### src/rtl/mmio_pkg.sv
// mmio_pkg: shared command/status codes, FSM encoding and frame magic for the MMIO scheduler.
package mmio_pkg;
    typedef enum logic [1:0] {CMD_STORE = 2'b00, CMD_FETCH = 2'b01, CMD_QUERY = 2'b10, CMD_RSVD = 2'b11} cmd_e;
    typedef enum logic [1:0] {STS_OK = 2'b00, STS_BUS = 2'b01, STS_TMO = 2'b10, STS_BAD = 2'b11} sts_e;
    typedef enum logic [2:0] {S_IDLE, S_LATCH, S_ISSUE, S_WAIT, S_RESP, S_DONE} state_e;
    localparam logic [31:0] FRAME_MAGIC = "TRAT";
    function automatic logic cmd_bad(input logic [1:0] cmd, input logic dir);
        return (cmd == CMD_RSVD) || (cmd == CMD_STORE && dir) || (cmd == CMD_FETCH && !dir);
    endfunction
endpackage

### src/rtl/mmio_cmd_latch.sv
// mmio_cmd_latch: single-entry command register with valid/ack handshake.
module mmio_cmd_latch #(
    parameter int W = 8
) (
    input  logic         clock,
    input  logic         reset,
    input  logic         en_i,
    input  logic         vld_i,
    output logic         ack_o,
    input  logic [W-1:0] d_i,
    output logic [W-1:0] q_o
);
    logic [W-1:0] q_q;
    assign ack_o = en_i && vld_i;
    assign q_o   = q_q;
    always_ff @(posedge clock) begin
        if (reset) q_q <= '0;
        else if (ack_o) q_q <= d_i;
    end
endmodule

### src/rtl/mmio_cmd_sched.sv
// mmio_cmd_sched: routes decoded MMIO commands to the APB or AXI engine and posts the response.
// Optional engine-completion timeout enabled by MMIO_SCHED_TIMEOUT_EN.
module mmio_cmd_sched
    import mmio_pkg::*;
#(
    parameter int ADDR     = 28,
    parameter int TMO_BITS = 12
) (
    input  logic            clock,
    input  logic            reset,
    input  logic            cmd_vld_i,
    output logic            cmd_ack_o,
    input  logic            cmd_dir_i,
    input  logic            cmd_apb_i,
    input  logic [1:0]      cmd_cmd_i,
    input  logic [3:0]      cmd_tag_i,
    input  logic [15:0]     cmd_len_i,
    input  logic [3:0]      cmd_lun_i,
    input  logic [ADDR-1:0] cmd_adr_i,
    output logic            mmio_busy_o,
    input  logic            mmio_recv_i,
    output logic            mmio_sent_o,
    output logic            mmio_resp_o,
    output logic            mmio_done_o,
    output logic            apb_req_o,
    input  logic            apb_ack_i,
    input  logic            apb_err_i,
    output logic            axi_req_o,
    input  logic            axi_ack_i,
    input  logic            axi_err_i,
    output logic            req_wr_o,
    output logic [15:0]     req_len_o,
    output logic [ADDR-1:0] req_adr_o,
    output logic            rsp_vld_o,
    input  logic            rsp_rdy_i,
    output logic [3:0]      rsp_tag_o,
    output logic [1:0]      rsp_sts_o
);
    localparam int W = ADDR + 28;
    state_e state_q, state_d;
    logic [1:0] sts_q, sts_d;
    logic [W-1:0] fld;
    logic dir_q, apb_q, eng_ack, eng_err, tmo, req, lun_unused;
    logic [1:0] cmd_q;
    logic [3:0] tag_q, lun_q;
    logic [15:0] len_q;
    logic [ADDR-1:0] adr_q;
    mmio_cmd_latch #(.W(W)) u_latch (
        .clock (clock),
        .reset (reset),
        .en_i  (state_q == S_IDLE),
        .vld_i (cmd_vld_i),
        .ack_o (cmd_ack_o),
        .d_i   ({cmd_dir_i, cmd_apb_i, cmd_cmd_i, cmd_tag_i, cmd_len_i, cmd_lun_i, cmd_adr_i}),
        .q_o   (fld)
    );
    assign {dir_q, apb_q, cmd_q, tag_q, len_q, lun_q, adr_q} = fld;
    assign lun_unused = ^lun_q;
    // Only the engine that was actually requested can complete the command.
    assign eng_ack = apb_q ? apb_ack_i : axi_ack_i;
    assign eng_err = apb_q ? apb_err_i : axi_err_i;
`ifdef MMIO_SCHED_TIMEOUT_EN
    logic [TMO_BITS-1:0] cnt_q;
    always_ff @(posedge clock) begin
        if (reset || state_q != S_ISSUE) cnt_q <= '0;
        else cnt_q <= cnt_q + 1'b1;
    end
    assign tmo = (state_q == S_ISSUE) && (&cnt_q);
`else
    assign tmo = 1'b0;
`endif
    always_ff @(posedge clock) begin
        if (reset) begin
            state_q <= S_IDLE;
            sts_q   <= STS_OK;
        end else begin
            state_q <= state_d;
            sts_q   <= sts_d;
        end
    end
    always_comb begin
        state_d = state_q;
        sts_d   = sts_q;
        case (state_q)
            S_IDLE:  if (cmd_ack_o) state_d = S_LATCH;
            S_LATCH: if (mmio_recv_i) begin
                state_d = (cmd_bad(cmd_q, dir_q) || cmd_q == CMD_QUERY) ? S_RESP : S_ISSUE;
                sts_d   = cmd_bad(cmd_q, dir_q) ? STS_BAD : STS_OK;
            end
            S_ISSUE: if (tmo) begin
                state_d = S_RESP;
                sts_d   = STS_TMO;
            end else if (eng_ack) begin
                state_d = S_WAIT;
                sts_d   = eng_err ? STS_BUS : STS_OK;
            end
            S_WAIT:  state_d = S_RESP;
            S_RESP:  if (rsp_rdy_i) state_d = S_DONE;
            S_DONE:  state_d = S_IDLE;
            default: state_d = S_IDLE;
        endcase
    end
    assign req         = (state_q == S_ISSUE) && !tmo;
    assign apb_req_o   = req && apb_q;
    assign axi_req_o   = req && !apb_q;
    assign req_wr_o    = (state_q == S_ISSUE) && (cmd_q == CMD_STORE);
    assign req_len_o   = len_q;
    assign req_adr_o   = adr_q;
    assign mmio_busy_o = state_q != S_IDLE;
    assign mmio_sent_o = (state_q == S_WAIT) && (cmd_q == CMD_STORE);
    assign rsp_vld_o   = state_q == S_RESP;
    assign mmio_resp_o = rsp_vld_o && rsp_rdy_i;
    assign mmio_done_o = state_q == S_DONE;
    assign rsp_tag_o   = tag_q;
    assign rsp_sts_o   = sts_q;
endmodule
### config.mk
export PLATFORM = sky130hd
export DESIGN_NAME = mmio_cmd_sched
export DESIGN_NICKNAME = d
export VERILOG_FILES = /design/src/rtl/mmio_pkg.sv /design/src/rtl/mmio_cmd_latch.sv /design/src/rtl/mmio_cmd_sched.sv
export SDC_FILE = /design/constraint.sdc
export NUM_CORES = 1
export LEC_CHECK = 0
export BUFFER_PORTS_ARGS = -buffer_cell sky130_fd_sc_hd__buf_4
export CELL_PAD_IN_SITES_DETAIL_PLACEMENT = 1
export CELL_PAD_IN_SITES_GLOBAL_PLACEMENT = 1
export CORE_UTILIZATION = 32
export CTS_CLUSTER_SIZE = 8
export DETAILED_ROUTE_END_ITERATION = 8
export PLACE_DENSITY_LB_ADDON = 0.1
export SYNTH_ARGS = -nofsm -noshare
export SYNTH_HDL_FRONTEND = slang
export SYNTH_SLANG_ARGS = --single-unit
### constraint.sdc
create_clock -name clock -period 1.55 [get_ports clock]
set_input_delay 0.31 -clock clock [delete_from_list [all_inputs] [get_ports clock]]
set_output_delay 0.31 -clock clock [all_outputs]
set_load 0.01 [all_outputs]
==> Yosys cells after proc, flatten, opt, wreduce, memory -nomap -nowiden <==
Cells that the tools add are included.
{ "op_classes": {"n_eq_ne": 12, "muxes": 13, "reduce_logical": 19} }
{ "ops": {"columns": ["op", "count"], "rows": [
  ["$mux W3", 5],
  ["$pmux W3 S5", 1],
  ["$logic_and A1 B1 Y1", 8],
  ["$eq A3 B2 Y1 const B", 2],
  ["$eq A3 B3 Y1 const B", 2],
  ["$mux W2", 3],
  ["$ne A2 B2 Y1 const B", 3],
  ["$eq A2 B2 Y1 const B", 2],
  ["$pmux W2 S2", 1],
  ["$reduce_and A4 Y1", 1],
  ["$eq A3 B1 Y1 const B", 1],
  ["$logic_not A3 Y1", 1],
  ["$logic_or A1 B1 Y1", 3],
  ["$mux W1", 3],
  ["$reduce_and A3 Y1", 1],
  ["$reduce_bool A3 Y1", 1],
  ["$eq A2 B1 Y1 const B", 1],
  ["$logic_not A1 Y1", 2],
  ["$logic_not A2 Y1", 1],
  ["$ne A2 B1 Y1 const B", 1],
  ["$reduce_bool A2 Y1", 1]
]} }
{ "totals": {"ff_bits": 61, "inputBits": 65, "out_inout_bits": 59, "word_cells": 47} }

==> Longest topological paths before layout <==
Gate-level depths: netlist (run 1).
{ "logic_depth": {"word_depth": 8, "depth_mapped": 7, "depth_no_buf": 5} }

==> By module <==
From an unflattened synthesis (run 1), not the netlist that was laid out.
{ "unflattened": {"hier_cells": 307, "area_unflattened_um2": 2867.8} }
{ "by_module_without_submodules": {"columns": ["mod", "instances", "cells_each", "area_per_inst_um2", "seq_area_each_um2"], "rows": [
  ["mmio_cmd_latch", 1, 257, 2488.6, 1121.1],
  ["mmio_cmd_sched", 1, 50, 379.1, 100.1]
]} }

==> Least setup slack after synthesis (run 1) <==
Ideal clock, no wire load.
{ "synth_timing": {"kind": "register to output", "startpoint": "register state_q[0]", "endpoint": "output cmd_ack_o", "arrival_time_ns": 1.041, "required_time_ns": 1.240, "path_slack_ns": 0.199, "path_stages_with_launch": 6, "n_path_buf": 2, "cell_sequence": "dfxtp_1 buf_6 nor2_2 nand3b_2 inv_2 buf_2"} }
{ "synth_via": {"elab_chain_len": 2} }
{ "synth_rtl": {"columns": ["element", "line_no", "rtl"], "rows": [
  ["start: declaration", "mmio_cmd_sched.sv:40", "state_e state_q, state_d;"],
  ["start signal: assignment", "mmio_cmd_sched.sv:77", "state_q <= state_d;"],
  ["$logic_not A3 Y1", "mmio_cmd_sched.sv:51", ".en_i (state_q == S_IDLE),"],
  ["$logic_and A1 B1 Y1", "mmio_cmd_latch.sv:14", "assign ack_o = en_i && vld_i;"],
  ["end: declaration", "mmio_cmd_sched.sv:12", "output logic cmd_ack_o,"]
]} }
Every way passes these cells.

==> Final worst setup path (run 1) <==
{ "layout_timing": {"startpoint": "register state_q[2]", "endpoint": "output apb_req_o"} }
{ "layout_via": {"elab_chain_len": 2} }
{ "layout_rtl": {"columns": ["element", "line_no", "rtl"], "rows": [
  ["$eq A3 B2 Y1", "mmio_cmd_sched.sv:103", "assign req = (state_q == S_ISSUE) && !tmo;"],
  ["$logic_and A1 B1 Y1", "mmio_cmd_sched.sv:104", "assign apb_req_o = req && apb_q;"],
  ["end: declaration", "mmio_cmd_sched.sv:25", "output logic apb_req_o,"]
]} }
Every way passes these cells.

==> Flow_metrics.wiki, run 1 <==
{| class="wikitable"
! Metric !! Value
|-
| Outcome || finished, violations left
|-
| Failing checks || negative setup slack
|-
| Mean Syn Cell Area || 7.88 sq um
|-
| CTS Buf Count || 9
|-
| Initial DRC Count || 40
|-
| Total routed wirelength || 6720 um
|-
| Area Overhead vs Synth || 39.6%
|-
| Count of pins over their slew limit || 0
|-
| Width of the chip || 91.0 um
|-
| Largest driver fanout on the critical path || 5
|-
| Fraction of synthesized area in multiplexers || 1.63%
|-
| Number of remaining DRC errors || 0
|-
| Final hold slack || 222 ps
|-
| Syn_nets || 387
|-
| Commonest non-fill, non-tap cell in the layout || buf_4
|-
| Total count of hold-check failures in the final report || 0
|-
| Worst Tran Pin Value || 360 ps
|-
| Leading cell types in the layout, fill and taps excluded || 130 x buf_4, 108 x nand2_1, 55 x a21oi_1
|-
| CTS clk-pin slew, worst paths || 70 ps
|-
| Row Count || 32
|-
| Headroom to the max-slew limit || 76.0%
|-
| Post-synthesis share of cell area spent on full adders, half adders and majority gates || 0%
|-
| CTS tree || built
|-
| Antenna violations before repair || 0
|-
| Worst slack, placed || 126 ps
|-
| Layout cells sized above 1 || 41.4%
|-
| Required time of the worst setup path || 1240 ps
|-
| Max Cap Violations || 0
|-
| Setup ws final || -34.6 ps
|-
| Antenna cell count || 0
|-
| Avg WL per Cell || 13.2 um
|-
| Leakage dissipation || 0.00159 uW
|-
| Post-synthesis sequential area ratio || 45.0%
|-
| Detailed-routing iteration count for the pre-antenna-repair pass || 4
|-
| # nets final || 468
|-
| Die Ht || 91.0 um
|-
| Post-synthesis cell type count || 32
|-
| Vias in the first global route || 2191
|-
| Global route overflow || 0
|-
| Largest net degree at the start of global routing || 32
|-
| Simple-gate area share of the yosys netlist || 22.2%
|-
| Buffers from clock root to sink, at most || 2
|-
| CTS hold repair buffers || 0
|-
| Cell area after technology mapping || 2540 sq um
|-
| Root Buffer Master || clkbuf_8
|-
| Count of synthesis-stage warnings from yosys || 0
|-
| Vias after detailed routing || 2290
|-
| Placeable core area || 7690 sq um
|-
| Type of the worst setup path || reg2out
|-
| Capturing element type of the critical path || primary output
|-
| Worst ir drop on vdd || 0.605 mV
|-
| Post-route ant nets || 0
|-
| Largest family of logic cells by synthesized area || simple AND/OR/NAND/NOR gates
|-
| Die area || 8290 sq um
|-
| Post-place instance area || 3200 sq um
|-
| Number of instances in the synthesized netlist || 322
|-
| H-tree depth || 3
|-
| Vias per std cell || 4.49
|-
| Combined global-route utilization of all metal layers || 16.4%
|-
| Number of storage elements in the synthesis netlist || 57
|-
| Final worst path period need || 1580 ps
|-
| HP Class || in2reg
|-
| Area fraction in compound gates after synthesis || 12.4%
|-
| Wire length of the first global-routing pass || 10700 um
|-
| Ports || 124
|-
| Post-Layout Inst Area || 3540 sq um
|-
| Arrival time at the worst endpoint || 1270 ps
|-
| RSZ-0062 raised after global routing || yes
|-
| Highest Clock Rate || 631 MHz
|-
| Final setup vio count || 3
|-
| Worst-skew pair later-pin latency || 330 ps
|-
| CP Launch Type || flop
|-
| CTS sink cnt || 57
|-
| Starting density of the core || 33.0%
|-
| Count of input and output buffers || 119
|-
| Final worst clock skew || 9.21 ps
|-
| Post-detailed-placement half-perimeter wirelength || 4430 um
|-
| Power density over cell area || 1070 nW/um^2
|-
| Xor/xnor share of the synthesized area || 0.691%
|-
| Period utilization || 102%
|-
| Final Wtd Congestion || 0.663
|}
## power by group
part           switching [uW]  leakage (uW)  total (uW)  internal [uW]
sequential               78.8      0.000470        1660           1590
combinational             416       0.00103         861            445
clock                     586     0.0000932        1250            661
## worst paths after layout
check	slack (ps)	startpoint	cells after the start	endpoint
setup / recovery	-30	state_q[2]	4	apb_req_o
hold / removal	220	cmd_adr_i[2]	3	u_latch.q_o[2]
setup reg to reg	90	state_q[2]	6	rsp_sts_o[1]
hold reg to reg	450	u_latch.q_o[0]	2	u_latch.q_o[0]
## registers in the layout, indices dropped and copies added (netlist names)
signal / count
u_latch.q_o: 52
state_q: 3
rsp_sts_o: 2
## metrics by stage
step | util [%] | TNS, ps | std cells | total power [uW]
after CTS | 45.2 | -215 | 508 | 3800
after global routing | 46.1 | -366 | 510 | 4000
after floorplan | - | 0 | 322 | 2210
after global placement | 41.7 | 0 | 487 | 2470
after detailed placement | 41.7 | 0 | 487 | 2490
final | 46.1 | -63.5 | 510 | 3770
## layout make-up
cell class	count	area, sq um
clock inverters	3	15.0
multi-input cells	196	997
clock buffers	13	159
flip-flops and latches	57	1150
repair buffers	137	1080
fillers	983	4150
inverters	2	12.5
well taps	102	128
## worst max-delay path, stage by stage (launching register included)
cell and delay, ps:
dfxtp_4 360, buf_4 140, nor3b_4 170, and2_1 150
buf_4 120
## timing repair
action | CTS | global route
pin swaps | 3 | 2
gates resized for setup | 18 | 6
gates cloned | 0 | 1
setup endpoints to repair | 9 | 32
buffers inserted | 5 | 1
## cell families (layout without fill, tap and decap cells)
kind of cell | Yosys count | in the layout
xor+xnor | 2 | 2
flops | 57 | 57
buf+inv | 69 | 155
simple gates | 130 | 130
compound gates | 60 | 60
mux | 4 | 4
## cells in the mapped netlist
cell type  instances  area [sq um]
mux2i_1            3          30.0
a211oi_1           1          7.51
inv_2              1          3.75
buf_4             49           368
and4bb_2           1          12.5
o21bai_1           1          7.51
a21oi_2            1          8.76
nor3_1             1          5.00
o22ai_1            1          6.26
dfxtp_1           57          1140
and3_1             1          6.26
nor2_1             2          7.51
a21oi_1           55           275
nor4_1             2          12.5
nor3b_4            1          18.8
nor2_2             1          6.26
a22o_1             1          8.76
nand2_1          109           409
mux2_2             1          11.3
clkbuf_1          11          41.3
nand3b_2           1          11.3
nand2b_1           2          12.5
and3b_1            1          8.76
nor2b_1            2          12.5
buf_2              6          30.0
xnor2_1            2          17.5
inv_1              1          3.75
and2_1             1          6.26
or3_1              3          18.8
nor3b_1            1          7.51
buf_6              1          11.3
or3b_2             1          8.76
## routing by layer
layer	global-route usage (%)	wire, um	up-vias
li1	-	-	1149
met1	20.8	3080	1053
met2	26.2	3070	78
met3	4.52	458	10
met4	7.14	108	0
met5	0	0	-
No activity file was read; power rests on OpenSTA's default activity.
==> run 2: changes to the inputs <==
--- a/config.mk
+++ b/config.mk
@@ -12,6 +12,7 @@
 export CTS_CLUSTER_SIZE = 8
 export DETAILED_ROUTE_END_ITERATION = 8
 export PLACE_DENSITY_LB_ADDON = 0.1
+export RECOVER_POWER = 50
 export SYNTH_ARGS = -nofsm -noshare
 export SYNTH_HDL_FRONTEND = slang
 export SYNTH_SLANG_ARGS = --single-unit
==> run 2 against run 1 <==
Against the previous run:
- the run still ends with negative setup slack left
- total power shrank 2.2%
- routed wire length rose by 0.65%
- setup slack got worse by 1.4 ps
- non-clock buffer count did not move
- sequential share of layout area is 1.8 points higher
- critical endpoint unchanged
==> Flow_metrics.wiki, run 2 (synthesis gave the netlist of run 1 again) <==
{| class="wikitable"
! Metric !! Value
|-
| Net switching power of the design || 1080 uW (-0.26%)
|-
| Ports || 124 (unchanged)
|-
| Antenna cell count || 0 (unchanged)
|-
| Vias after detailed routing || 2284 (-0.26%)
|-
| Total routed wirelength || 6760 um (+0.65%)
|-
| Logic pwr share || 21.2% (-1.6 points)
|-
| Post-detailed-placement half-perimeter wirelength || 4430 um (unchanged)
|-
| Detailed-routing iteration count for the pre-antenna-repair pass || 4 (unchanged)
|-
| Capturing element type of the critical path || primary output
|-
| DP Cell Count || 487 (unchanged)
|-
| Final worst clock skew || 9.26 ps (+0.0495 ps)
|-
| Number of standard cells in the final layout excluding fillers || 510 (unchanged)
|-
| HP Class || in2reg
|-
| Vias in the first global route || 2191 (unchanged)
|-
| Period utilization || 102% (about the same)
|-
| Critical path's largest stage delay || 360 ps (about the same)
|-
| Worst Tran Pin Value || 373 ps (+13.4 ps)
|-
| Area Overhead vs Synth || 32.2%
|-
| CTS clk-pin slew, worst paths || 70 ps (about the same)
|-
| Die Ht || 91.0 um (unchanged)
|-
| Failing checks || negative setup slack
|-
| Type of the worst setup path || reg2out
|-
| Leakage dissipation || 0.00139 uW (-13%)
|-
| Largest driver fanout on the critical path || 5 (unchanged)
|-
| Commonest non-fill, non-tap cell in the layout || nand2_1
|-
| Setup ws final || -36.0 ps (-1.43 ps)
|-
| Worst-skew pair later-pin latency || 330 ps (about the same)
|-
| Count of pins over their slew limit || 0 (unchanged)
|-
| Width of the chip || 91.0 um (unchanged)
|-
| Final Wtd Congestion || 0.663 (unchanged)
|-
| Internal power component || 2610 uW (-3.0%)
|-
| # nets final || 468 (unchanged)
|-
| Required time of the worst setup path || 1240 ps (about the same)
|-
| Starting density of the core || 33.0% (unchanged)
|-
| Number of remaining DRC errors || 0 (unchanged)
|-
| Final Power || 3690 uW (-2.2%)
|-
| Buffers from clock root to sink, at most || 2 (unchanged)
|-
| Die area || 8290 sq um (unchanged)
|-
| RSZ-0062 raised after global routing || yes
|-
| Wire length of the first global-routing pass || 10700 um (unchanged)
|-
| Power density over cell area || 1100 nW/um^2 (+3.3%)
|-
| Flip-flop count of the largest register, all copies and words added || 52 (unchanged)
|-
| Utilization of the core after routing || 43.6% (-2.4 points)
|-
| Vias per std cell || 4.48 (-0.26%)
|-
| Fraction of power spent switching nets || 29.2% (+0.57 points)
|-
| Arrival time at the worst endpoint || 1280 ps (about the same)
|-
| Row Count || 32 (unchanged)
|-
| Root Buffer Master || clkbuf_8
|-
| Count of input and output buffers || 119 (unchanged)
|-
| CTS Buf Count || 9 (unchanged)
|-
| Final setup vio count || 3 (unchanged)
|-
| Initial DRC Count || 34 (-15%)
|-
| Global route overflow || 0 (unchanged)
|-
| CTS sink cnt || 57 (unchanged)
|-
| Fill count || 1005 (+2.2%)
|-
| Worst slack, placed || 126 ps (unchanged)
|-
| Layout cells sized above 1 || 29.2% (-12 points)
|-
| Outcome || finished, violations left
|-
| Sum of negative setup slack || -65.1 ps (-1.54 ps)
|-
| Antenna violations before repair || 0 (unchanged)
|-
| Combined global-route utilization of all metal layers || 16.4% (unchanged)
|-
| Total count of hold-check failures in the final report || 0 (unchanged)
|-
| Leading cell types in the layout, fill and taps excluded || 108 x nand2_1, 79 x buf_4, 55 x a21oi_1
|-
| CP Cell Sequence || buf_4 -> nor3b_4 -> and2_1 -> buf_4
|-
| Highest Clock Rate || 631 MHz (about the same)
|-
| Headroom to the max-slew limit || 75.1% (-0.89 points)
|-
| Final worst path period need || 1590 ps (+1.43 ps)
|-
| Part of the total power dissipated in sequential elements || 45.1% (+1.0 points)
|-
| Placeable core area || 7690 sq um (unchanged)
|-
| Post-route ant nets || 0 (unchanged)
|-
| H-tree depth || 3 (unchanged)
|-
| Clock share of power || 33.8% (+0.8 points)
|-
| Critical-path top delay cell || dfxtp_4
|-
| Largest net degree at the start of global routing || 32 (unchanged)
|-
| Dominant cell type by count on the critical path || buf_4
|-
| CTS tree || built
|-
| CP Launch Type || flop
|-
| Max Cap Violations || 0 (unchanged)
|-
| Avg WL per Cell || 13.3 um (+0.65%)
|-
| Worst ir drop on vdd || 0.599 mV (-0.99%)
|}
run 2: cell types whose count changed in the layout (fill, tap and decap cells not counted):
cell / before / now
buf_4: 130 / 79
clkbuf_1: 2 / 52
clkbuf_4: 0 / 1
run 2: per-layer routing:
| metal | up-vias | routed length [um] | global-route usage [%] |
|---|---|---|---|
| li1 | 1149 | - | - |
| met1 | 1049 | 3160 | 20.8 |
| met2 | 76 | 3030 | 26.2 |
| met3 | 10 | 462 | 4.52 |
| met4 | 0 | 108 | 7.14 |
| met5 | - | 0 | 0 |
run 2: through the flow:
| step | hold slack, ps | cell area (sq um) |
|---|---|---|
| floorplan | 437 | 2540 |
| global placement | 442 | 3200 |
| detailed placement | 447 | 3200 |
| CTS | 208 | 3480 |
| global route | 212 | 3350 |
| finish | 223 | 3350 |
run 2: worst max-delay path: cells and delay by family (launching register included):
family,cells,cell delay (ps)
and+or+nand+nor,2,330
DFF,1,360
buffers and inverters,2,260
run 2: final cells by class:
type,instances,area (sq um),share of cell area [%]
sequential,57,1150,34.4
multi-input combinational,196,997,29.7
timing repair buffer,137,890,26.5
clock buffer,13,159,4.74
tap,102,128,3.81
clock inverter,3,15.0,0.448
inverter,2,12.5,0.373
run 2: path summary, 6_finish.rpt:
check / slack, ps / start / cells past startpoint / endpoint
setup / recovery: -40 / state_q[2] / 4 / apb_req_o
hold / removal: 220 / cmd_adr_i[2] / 3 / u_latch.q_o[2]
setup reg to reg: 90 / state_q[2] / 6 / rsp_sts_o[1]
hold reg to reg: 450 / u_latch.q_o[6] / 2 / u_latch.q_o[6]
run 2: power by group through the flow:
stage / combinational (uW) / clock (uW) / sequential (uW)
5_1_grt: 867 / 1370 / 1680
6_report: 781 / 1250 / 1660
3_3_place_gp: 785 / 0 / 1690
2_1_floorplan: 533 / 0 / 1670
3_5_place_dp: 800 / 0 / 1690
4_1_cts: 841 / 1300 / 1660
run 2: repair_timing:
item	CTS	global route
gates cloned	0	1
endpoints found under the setup margin	9	32
endpoints found under the hold margin	0	0
setup buffers	5	1
hold buffers	0	0
resized for setup	18	6
pin swaps	3	2
